$ cat src/rtl/hps_io_pkg.sv
// Shared types and gp_out bit positions for the HPS I/O framer.
package hps_io_pkg;

  typedef enum logic [1:0] {
    IDLE     = 2'd0,
    WAIT_CMD = 2'd1,
    PAYLOAD  = 2'd2
  } state_t;

  localparam int GP_FPGA_EN  = 18;
  localparam int GP_IO_EN    = 20;
  localparam int GP_WORD_MSB = 15;

endpackage

$ cat src/rtl/hps_io_framer.sv
// Frames io_enable-bracketed HPS transactions into a command word plus indexed
// payload words, and returns the handler response (or core id) on gp_in.
module hps_io_framer
  import hps_io_pkg::*;
#(
  parameter int          IDX_W   = 12,
  parameter logic [15:0] CORE_ID = 16'h4D58
) (
  input  logic             sys_clk,
  input  logic             reset_n,
  input  logic [31:0]      gp_out,
  input  logic             io_strobe,
  output logic [15:0]      gp_in,
  input  logic [15:0]      resp_word,
  output logic [15:0]      cmd,
  output logic             cmd_valid,
  output logic [15:0]      data_word,
  output logic             data_valid,
  output logic [IDX_W-1:0] word_index,
  output logic             frame_active,
  output logic             frame_end,
  output logic [IDX_W-1:0] frame_len,
  output logic             overflow
);

  localparam logic [IDX_W-1:0] IDX_MAX = '1;

  state_t           state, next_state;
  logic             en;
  logic [15:0]      word;
  logic [IDX_W-1:0] count;
  logic             accept_cmd, accept_data, close_frame;
  logic             unused_gp_bits;

  assign en   = gp_out[GP_FPGA_EN] & gp_out[GP_IO_EN];
  assign word = gp_out[GP_WORD_MSB:0];
  assign unused_gp_bits = ^{gp_out[31:21], gp_out[19], gp_out[17:16]};

  always_ff @(posedge sys_clk) begin
    if (!reset_n) state <= IDLE;
    else          state <= next_state;
  end

  // Dropping enable always wins over a coincident strobe, so that word is lost.
  always_comb begin
    next_state  = state;
    accept_cmd  = 1'b0;
    accept_data = 1'b0;
    close_frame = 1'b0;
    case (state)
      IDLE: begin
        if (en) next_state = WAIT_CMD;
      end
      WAIT_CMD: begin
        if (!en) begin
          next_state = IDLE;
        end else if (io_strobe) begin
          accept_cmd = 1'b1;
          next_state = PAYLOAD;
        end
      end
      PAYLOAD: begin
        if (!en) begin
          close_frame = 1'b1;
          next_state  = IDLE;
        end else if (io_strobe) begin
          accept_data = 1'b1;
        end
      end
      default: next_state = IDLE;
    endcase
  end

  always_ff @(posedge sys_clk) begin
    if (!reset_n) begin
      cmd          <= '0;
      cmd_valid    <= 1'b0;
      data_word    <= '0;
      data_valid   <= 1'b0;
      word_index   <= '0;
      frame_active <= 1'b0;
      frame_end    <= 1'b0;
      frame_len    <= '0;
      overflow     <= 1'b0;
      count        <= '0;
      gp_in        <= CORE_ID;
    end else begin
      cmd_valid  <= 1'b0;
      data_valid <= 1'b0;
      frame_end  <= 1'b0;
      gp_in      <= (state == PAYLOAD) ? resp_word : CORE_ID;

      if (accept_cmd) begin
        cmd          <= word;
        cmd_valid    <= 1'b1;
        word_index   <= '0;
        count        <= '0;
        overflow     <= 1'b0;
        frame_active <= 1'b1;
      end

      // At saturation the word is still delivered, at the held max index.
      if (accept_data) begin
        data_word  <= word;
        data_valid <= 1'b1;
        word_index <= count;
        if (count == IDX_MAX) overflow <= 1'b1;
        else                  count    <= count + 1'b1;
      end

      if (close_frame) begin
        frame_end    <= 1'b1;
        frame_len    <= count;
        frame_active <= 1'b0;
      end
    end
  end

endmodule

$ cat config.mk
export PLATFORM = sky130hd
export DESIGN_NAME = hps_io_framer
export DESIGN_NICKNAME = d
export VERILOG_FILES = /design/src/rtl/hps_io_pkg.sv /design/src/rtl/hps_io_framer.sv
export SDC_FILE = /design/constraint.sdc
export NUM_CORES = 1
export LEC_CHECK = 0
export CAP_MARGIN = 40
export CORE_ASPECT_RATIO = 1.1
export CORE_UTILIZATION = 43
export CTS_CLUSTER_SIZE = 20
export DETAILED_ROUTE_END_ITERATION = 8
export PLACE_DENSITY = 0.79
export SYNTH_ARGS = -nofsm -noshare
export SYNTH_HDL_FRONTEND = slang
export SYNTH_SLANG_ARGS = --single-unit
$ cat constraint.sdc
create_clock -name sys_clk -period 1.95 [get_ports sys_clk]
set_input_delay 0.39 -clock sys_clk [delete_from_list [all_inputs] [get_ports sys_clk]]
set_output_delay 0.39 -clock sys_clk [all_outputs]
set_load 0.1 [all_outputs]
==> flow_summary_export.csv, run 1 <==
group,metric,value,unit
setup_path,r2r-start,"state[1]",
setup_path,cp_max_fo,7,
setup_path,cp-startpoint,"gp_out[18]",
logic_synthesis,netlist.top_cell.by_area,"dfxtp_1",
grt,grt_pass1_wl,14000,um
logic_synthesis,syn_area,3330,um^2
place,portBuffers,113,
pwr,p_clk_share,37.0,%
route,drc,0,
clock_network,cts_setup_buffers,0,
pwr,seq_power_share,57.4,%
sta,timing.hold.ws,0.460,ns
sta,hold_viol_final,0,
floorplan,core-area,7470,um^2
logic_synthesis,ys_types,53,
pwr,combPwrFrac,5.6,%
cells_and_area,finalNetCount,537,
route,routed_wl,8580,um
route,vias,3023,
setup_path,r2r_slack,0.22,ns
logic_synthesis,synth_warnings,0,
floorplan,ios,128,
grt,antenna_found_initial,0,
pwr,peakVddDrop,402,uV
logic_synthesis,synth_ff_type,"dfxtp_1",
floorplan,die_w,86.0,um
clock_network,cts_made_buffers,9,
grt,grt_max_degree,20,
place,gp_congestion,0.897,
setup_path,crit_type,"input port to flip-flop",
grt,gr-total-overflow,0,
floorplan,rows,33,
place,dp_cells,579,
route,vias_per_cell,5.08,
sta,setup_viol,0,
floorplan,die-area,8110,um^2
logic_synthesis,synth-seq-area-share,54.6,%
sta,period_share,93.4,%
setup_path,worstPathArrival,2.11,ns
setup_path,cp-end-kind,"flip-flop",
clock_network,clk_pin_slew,0.08,ns
sta,fmax,549,MHz
sta,grt_setup_unrepaired,"no",
sta,fin_skew,0.00788,ns
sta,slew-limit-headroom,51.3,%
place,hpwl,6100,um
route,drtAntennaViolNets,0,
clock_network,cts_hold_buf,0,
logic_synthesis,synthTopCellsByArea,"dfxtp_1, a21oi_1, nand2_1",
hold_path,whs_path_depth,2,
setup_path,crit_required,2.24,ns
pwr,switchingPower,763,uW
hold_path,min_from,"cmd[3]",
clock_network,htree_levels,3,
setup_path,r2r_cells,5,
run_status,status,"finished, final reports clean",
cells_and_area,utilization,62.6,%
sta,worst_pin_slew,0.727,ns
cells_and_area,diodes,0,
clock_network,cts.sinks,91,
cells_and_area,syn_to_final_growth,40.4,%
logic_synthesis,synthesis.instances,358,
clock_network,cts-root-buf,"clkbuf_8",
cells_and_area,nFillCells,635,
route,drt-pass1-iter-count,4,
clock_network,cts_tree,"done",
logic_synthesis,synthArstFlopShare,0,%
pwr,p_int,2490,uW
pwr,powerDensity,694,nW/um^2
hold_path,hp-class,"flip-flop to flip-flop",
logic_synthesis,ys_top_cells_by_count,"dfxtp_1, nand2_1, a21oi_1, nor2_1, a22o_1",
logic_synthesis,ys_seq_elements,91,
cells_and_area,final_cells,595,
logic_synthesis,netlist.area_leader.share,54.6,%
clock_network,insertion_delay,0.35,ns
setup_path,cp-start-kind,"input port",
logic_synthesis,yosysMostFrequentCell,"dfxtp_1",
floorplan,start_util,44.6,%
grt,grt_pass1_vias,2947,
pwr,p_leak,0.00199,uW
sta,period_minus_slack,1.82,ns
run,drv_cap,0,
route,dr.first_iter.drc_count,208,
logic_synthesis,synth_nets,410,
pwr,total_power,3250,uW
floorplan,die_h,94.4,um
logic_synthesis,syn_avg_cell_area,9.31,um^2
grt,grtUsageTotal,22.0,%
clock_network,cts.path.max_buffers,2,
pwr,switching_share,23.5,%
clock_network,cts_resized,0,
cells_and_area,layout-drive-gt1-share,28.0,%
logic_synthesis,synth_edf_count,0,
sta,drv_slew,0,
route,drt-wirelength-per-cell,14.4,um
sequential cells by signal, indices dropped and copies added (netlist names):
name,flops
cmd,16
data_word,16
gp_in,16
count,12
frame_len,12
word_index,12
state,2
cmd_valid,1
data_valid,1
frame_active,1
frame_end,1
overflow,1
power groups by stage:
stage / Combinational, uW / Clock, uW / Sequential [uW]
after floorplan: 43.2 / 0 / 1930
after global placement: 180 / 0 / 1910
after detailed placement: 183 / 0 / 1910
after CTS: 183 / 1230 / 1860
after global routing: 197 / 1320 / 1870
final: 183 / 1200 / 1860
kinds of logic (layout without fill, tap and decap cells):
kind of cell | Yosys count | count (layout) | synth area share, %
AND/OR/NAND/NOR | 150 | 150 | 23.1
buffers and inverters | 27 | 159 | 4.24
adder cells (fa/ha/maj) | 1 | 1 | 0.375
AO/OA/AOI/OAI | 88 | 88 | 17.3
flip-flops | 91 | 91 | 54.6
multiplexers | 1 | 1 | 0.338
metrics by stage:
stage | area, um^2 | setup TNS, ns | setup WS (ns)
floorplan | 3330 | 0 | 0.390
global placement | 4490 | -2.69 | -0.122
detailed placement | 4490 | -4.27 | -0.194
CTS | 4680 | 0 | 0.178
global route | 4680 | 0 | 0.0180
finish | 4680 | 0 | 0.130
layer usage:
| layer | global-route usage [%] | vias to the layer above | part of all wire [%] |
|---|---|---|---|
| li1 | - | 1514 | - |
| met1 | 27.3 | 1389 | 43 |
| met2 | 35.2 | 112 | 48 |
| met3 | 7.52 | 8 | 8.0 |
| met4 | 8.75 | 0 | 1.1 |
| met5 | 0 | - | 0 |
critical path: stages:
cell and delay (ns):
clkdlybuf4s50_1 0.55, nand4_4 0.20, buf_4 0.12, a2bb2oi_1 0.59, a22oi_1 0.14, nor2_1 0.12
final cells by class:
cell class	count	area (um^2)	area share [%]
clock buffer	11	151	3.23
sequential	91	1820	38.9
multi-input combinational	240	1370	29.3
tap	105	131	2.81
clock inverter	5	37.5	0.802
timing repair buffer	141	1160	24.8
inverter	2	7.51	0.160
cells in the final DEF, fill, tap and decap left out, types with 4 or more instances in the layout:
master / count
nand3_1: 8
buf_4: 104
a21oi_1: 41
nor2_1: 40
nand4_1: 5
o21ai_0: 5
and3_1: 12
or2_2: 7
nand2_1: 48
clkdlybuf4s50_1: 36
o2111ai_1: 4
clkbuf_8: 11
dfxtp_1: 91
a22o_1: 16
a22oi_1: 8
worst paths after layout:
check / end
worst min-delay path: cmd[3]
worst max register to register: count[9]
worst min register to register: cmd[3]
worst max-delay path: word_index[5]
Power figures use the tool's default switching activity.
==> inputs of run 2 (changes only) <==
Settings changed: CORE_UTILIZATION 43 to 55, DONT_BUFFER_PORTS from default to 1, PLACE_DENSITY 0.79 to 0.73.
Clock period 1.95 ns to 1.5 ns, I/O delays scaled along.
==> flow_summary_export.csv, run 2 (same netlist as run 1, synthesis figures left out) <==
group,metric,value,unit
setup_path,r2r-start,"count[2]",
clock_network,cts_hold_buf,0,
floorplan,die-area,6380,um^2
grt,grtUsageTotal,27.4,%
sta,period_minus_slack,1.45,ns
clock_network,clk_pin_slew,0.08,ns
setup_path,crit_path_end,"count[5]",
route,drtAntennaViolNets,0,
setup_path,r2r-end,"count[5]",
setup_path,cp-start-kind,"flip-flop",
sta,setup_viol,0,
place,hpwl,5870,um
cells_and_area,largestRegisters,"cmd (16), data_word (16), gp_in (16)",
route,vias,3014,
grt,grt_pass1_wl,13800,um
cells_and_area,final_common_cell,"buf_4",
run_status,status,"finished, final reports clean",
pwr,p_leak,0.00195,uW
cells_and_area,syn_to_final_growth,34.5,%
cells_and_area,nFillCells,437,
floorplan,start_util,57.4,%
grt,grt_pass1_vias,3000,
floorplan,core-area,5810,um^2
place,gp_congestion,0.894,
grt,globalRoute.busiestLayer,"met2",
sta,drv_slew,0,
setup_path,crit_path_cell_trace,"nand4_1 -> nor4_4 -> a21oi_1 -> mux2_2",
cells_and_area,multiInputGateArea,1430,um^2
cells_and_area,diodes,0,
sta,worst_pin_slew,0.430,ns
pwr,combPwrFrac,2.5,%
sta,fin_skew,0.00307,ns
clock_network,htree_levels,3,
route,vias_per_cell,5.57,
hold_path,hp-class,"input port to flip-flop",
setup_path,cp_max_fo,5,
clock_network,insertion_delay,0.35,ns
floorplan,die_w,76.2,um
route,dr.first_iter.drc_count,220,
pwr,powerDensity,1000,nW/um^2
sta,fmax,692,MHz
grt,antenna_found_initial,0,
sta,setup-tns-final,0,ns
setup_path,r2r_cells,4,
clock_network,cts.sinks,91,
sta,grt_setup_unrepaired,"no",
route,drt-pass1-iter-count,7,
floorplan,rows,29,
sta,slew-limit-headroom,71.3,%
setup_path,cp-end-kind,"flip-flop",
clock_network,cts.path.max_buffers,2,
route,drt-wirelength-per-cell,15.7,um
setup_path,crit_required,1.74,ns
cells_and_area,utilization,77.3,%
pwr,p_clk_share,43.6,%
clock_network,cts_made_buffers,9,
floorplan,die_h,83.7,um
floorplan,ios,128,
pwr,switchingPower,901,uW
sta,period_share,96.4,%
grt,grt_max_degree,37,
route,routed_wl,8510,um
clock_network,cts_tree,"done",
setup_path,crit_type,"flip-flop to flip-flop",
run,drv_cap,0,
place,portBuffers,0,
setup_path,r2r_slack,0.05,ns
setup_path,worstPathArrival,1.69,ns
grt,gr-usage-met2,47.3,%
grt,use_met3,7.10,%
pwr,peakVddDrop,952,uV
cells_and_area,finalNetCount,511,
pwr,p_int,3600,uW
setup_path,cp_slowest_cell,"dfxtp_2",
setup_path,slowest_delay,0.40,ns
pwr,seq_power_share,53.9,%
clock_network,cts-root-buf,"clkbuf_8",
grt,gr-total-overflow,0,
sta,hold_viol_final,0,
cells_and_area,layout_common_cells,"buf_4, dfxtp_1, nand2_1",
grt,grtUsageMet1,30.7,%
setup_path,cp-startpoint,"count[2]",
cells_and_area,layout-drive-gt1-share,35.3,%
route,drc,0,
cells_and_area,regArea,1830,um^2
pwr,switching_share,20.0,%
run 2: per-stage QoR:
stage          power (uW)  cell area (um^2)  setup WS, ns  instances  hold WS (ns)
2_1_floorplan        2570              3340       0.00608        358         0.401
3_3_place_gp         2590              4170        0.0511        523         0.404
3_5_place_dp         2590              4170       0.00676        523         0.408
4_1_cts              4520              4410       0.00780        539        0.0307
5_1_grt              4610              4490       0.00941        541        0.0367
6_report             4500              4490        0.0541        541        0.0319
run 2: repair_timing:
action	CTS	global route
pin swaps	0	2
gates resized for setup	1	19
setup endpoints to repair	2	28
hold endpoints to repair	0	0
setup buffers	0	2
run 2: critical path: cells and delay by family, from the launching register on:
family           cells  cell delay [ns]
AO/OA/AOI/OAI        1             0.11
flip-flops           1             0.40
multiplexers         1             0.26
AND/OR/NAND/NOR      2             0.56
run 2: worst min path at each step:
stage,startpoint,end,depth (start not counted)
5_1_grt,io_strobe,state[0],1
4_1_cts,io_strobe,state[0],1
6_report,io_strobe,state[0],1
3_3_place_gp,io_strobe,state[0],1
3_5_place_dp,io_strobe,state[0],1
2_1_floorplan,io_strobe,state[0],1
run 2: routing by layer:
metal | vias up | share of wire (%)
met1 | 1410 | 40
met2 | 126 | 49
li1 | 1459 | -
met3 | 19 | 9.0
met5 | - | 0
met4 | 0 | 2.4
run 2: power by group through the flow:
stage | sequential, uW | combinational (uW) | clock (uW)
floorplan | 2520 | 56.1 | 0
global placement | 2480 | 110 | 0
detailed placement | 2480 | 111 | 0
CTS | 2420 | 112 | 1990
global route | 2420 | 121 | 2070
finish | 2420 | 114 | 1960
run 2: final cells by class:
cell class	instances	share of cell area, %
multi-input combinational	240	31.9
sequential	91	40.8
clock inverter	5	2.23
clock buffer	11	3.15
tap	77	2.15
inverter	2	0.167
timing repair buffer	115	19.5
==> inputs of run 3 (changes only) <==
Settings changed: CELL_PAD_IN_SITES_DETAIL_PLACEMENT from default to 1, CELL_PAD_IN_SITES_GLOBAL_PLACEMENT from default to 1, CORE_UTILIZATION 55 to 41, PLACE_DENSITY 0.73 to default, PLACE_DENSITY_LB_ADDON from default to 0.1.
==> flow_summary_export.csv, run 3 (same netlist as run 1, synthesis figures left out) <==
group,metric,value,unit
run_status,status,"finished, final reports clean",
cells_and_area,layout-drive-gt1-share,36.0,%
sta,setup_viol,0,
clock_network,cts.sinks,91,
grt,grt_pass1_vias,3083,
pwr,p_leak,0.00197,uW
floorplan,rows,34,
floorplan,die_h,96.6,um
cells_and_area,finalNetCount,517,
clock_network,cts.path.max_buffers,2,
sta,worst_pin_slew,0.296,ns
place,gp_congestion,0.802,
grt,grt_pass1_wl,14900,um
place,placed_cell_area,4250,um^2
place,portBuffers,0,
route,drtAntennaViolNets,0,
grt,antenna_found_initial,0,
clock_network,clk_pin_slew,0.09,ns
cells_and_area,nFillCells,950,
cells_and_area,regArea,1830,um^2
setup_path,critical_path_buf_inv_count,0,
sta,fin_skew,0.0111,ns
cells_and_area,multiInputGateArea,1440,um^2
cells_and_area,largestRegisters,"cmd (16), data_word (16), gp_in (16)",
place,hpwl,7100,um
pwr,powerDensity,929,nW/um^2
setup_path,cp-start-kind,"flip-flop",
sta,fmax,679,MHz
grt,grt_max_degree,37,
cells_and_area,layout_common_cells,"buf_4, dfxtp_1, nand2_1",
sta,slew-limit-headroom,80.3,%
grt,grtUsageTotal,23.3,%
clock_network,cts_made_buffers,9,
route,routed_wl,9730,um
setup_path,crit_path_cell_trace,"ha_4 -> and3_4 -> and4_4 -> or4_1 -> o21ai_1",
sta,drv_slew,0,
clock_network,cts_tree,"done",
pwr,peakVddDrop,475,uV
cells_and_area,diodes,0,
setup_path,worstPathArrival,1.75,ns
setup_path,slowest_delay,0.42,ns
setup_path,cp-end-kind,"flip-flop",
clock_network,insertion_delay,0.35,ns
route,vias_per_cell,5.31,
route,dr.first_iter.drc_count,89,
hold_path,hp-class,"input port to flip-flop",
clock_network,cts-root-buf,"clkbuf_8",
sta,period_minus_slack,1.47,ns
route,vias,3072,
cells_and_area,utilization,57.5,%
setup_path,crit_required,1.78,ns
sta,hold_viol_final,0,
cells_and_area,final_common_cell,"buf_4",
route,drt-pass1-iter-count,4,
setup_path,cp_slowest_cell,"or4_1",
setup_path,cp_max_fo,5,
route,drc,0,
floorplan,die_w,88.0,um
clock_network,cts_hold_buf,0,
cells_and_area,post-route-cell-area,4550,um^2
grt,gr-total-overflow,0,
floorplan,die-area,8500,um^2
sta,grt_setup_unrepaired,"yes",
clock_network,htree_levels,3,
run,drv_cap,0,
floorplan,ios,128,
setup_path,path_delay_family,"simple AND/OR/NAND/NOR gates",
sta,period_share,98.1,%
floorplan,core-area,7910,um^2
sta,setup-tns-final,0,ns
floorplan,start_util,42.1,%
route,drt-wirelength-per-cell,16.8,um
cells_and_area,syn_to_final_growth,36.4,%
setup_path,crit_type,"flip-flop to flip-flop",
==> run 3: worst paths after layout <==
| path | to | depth (start not counted) | from | slack, ns |
|---|---|---|---|---|
| max | count[0] | 5 | count[0] | 0.03 |
| min | state[0] | 1 | io_strobe | 0.04 |
| max reg2reg | count[0] | 5 | count[0] | 0.03 |
| min reg2reg | cmd[9] | 2 | cmd[9] | 0.46 |
==> run 3: stage by stage <==
stage | total power [uW] | cells | worst slack, ns | hold WS, ns
finish | 4220 | 578 | 0.0282 | 0.0398
global route | 4380 | 578 | -0.0116 | 0.0261
CTS | 4290 | 577 | 0.0113 | 0.0310
detailed placement | 2600 | 559 | -0.0916 | 0.409
global placement | 2600 | 559 | 0.0168 | 0.405
floorplan | 2570 | 358 | 0.00608 | 0.401
==> run 3: cell type report <==
class                      instances  area share, %
timing repair buffer             121           20.5
clock buffer                      10           3.03
multi-input combinational        240           31.7
inverter                           2          0.165
sequential                        91           40.2
tap                              108           2.97
clock inverter                     6           1.40
==> run 3: worst reg2reg max path: cells and delay by family, from the launching register on <==
| family | cells | cell delay (ns) |
|---|---|---|
| fa+ha+maj | 1 | 0.17 |
| flops | 1 | 0.34 |
| compound gates | 1 | 0.10 |
| simple gates | 3 | 0.79 |
==> run 3: power by group <==
group          internal [uW]  total [uW]  leakage [uW]  switching, uW
clock network            816        1680     0.0000987            867
logic                   33.3         120       0.00113           86.8
registers               2420        2420      0.000736           3.95
==> run 3: timing repair <==
item | CTS | global route
buffers inserted | 2 | 1
setup endpoints to repair | 8 | 52
resized for setup | 9 | 12
pin swaps | 1 | 1
==> run 3: routing by layer <==
metal  part of all wire [%]  global-route usage [%]  vias to the layer above
met3                    6.0                    6.88                       20
met2                     51                    41.0                       87
met1                     41                    26.5                     1497
met4                    2.1                    8.61                        0
li1                       -                       -                     1468
met5                      0                       0                        -
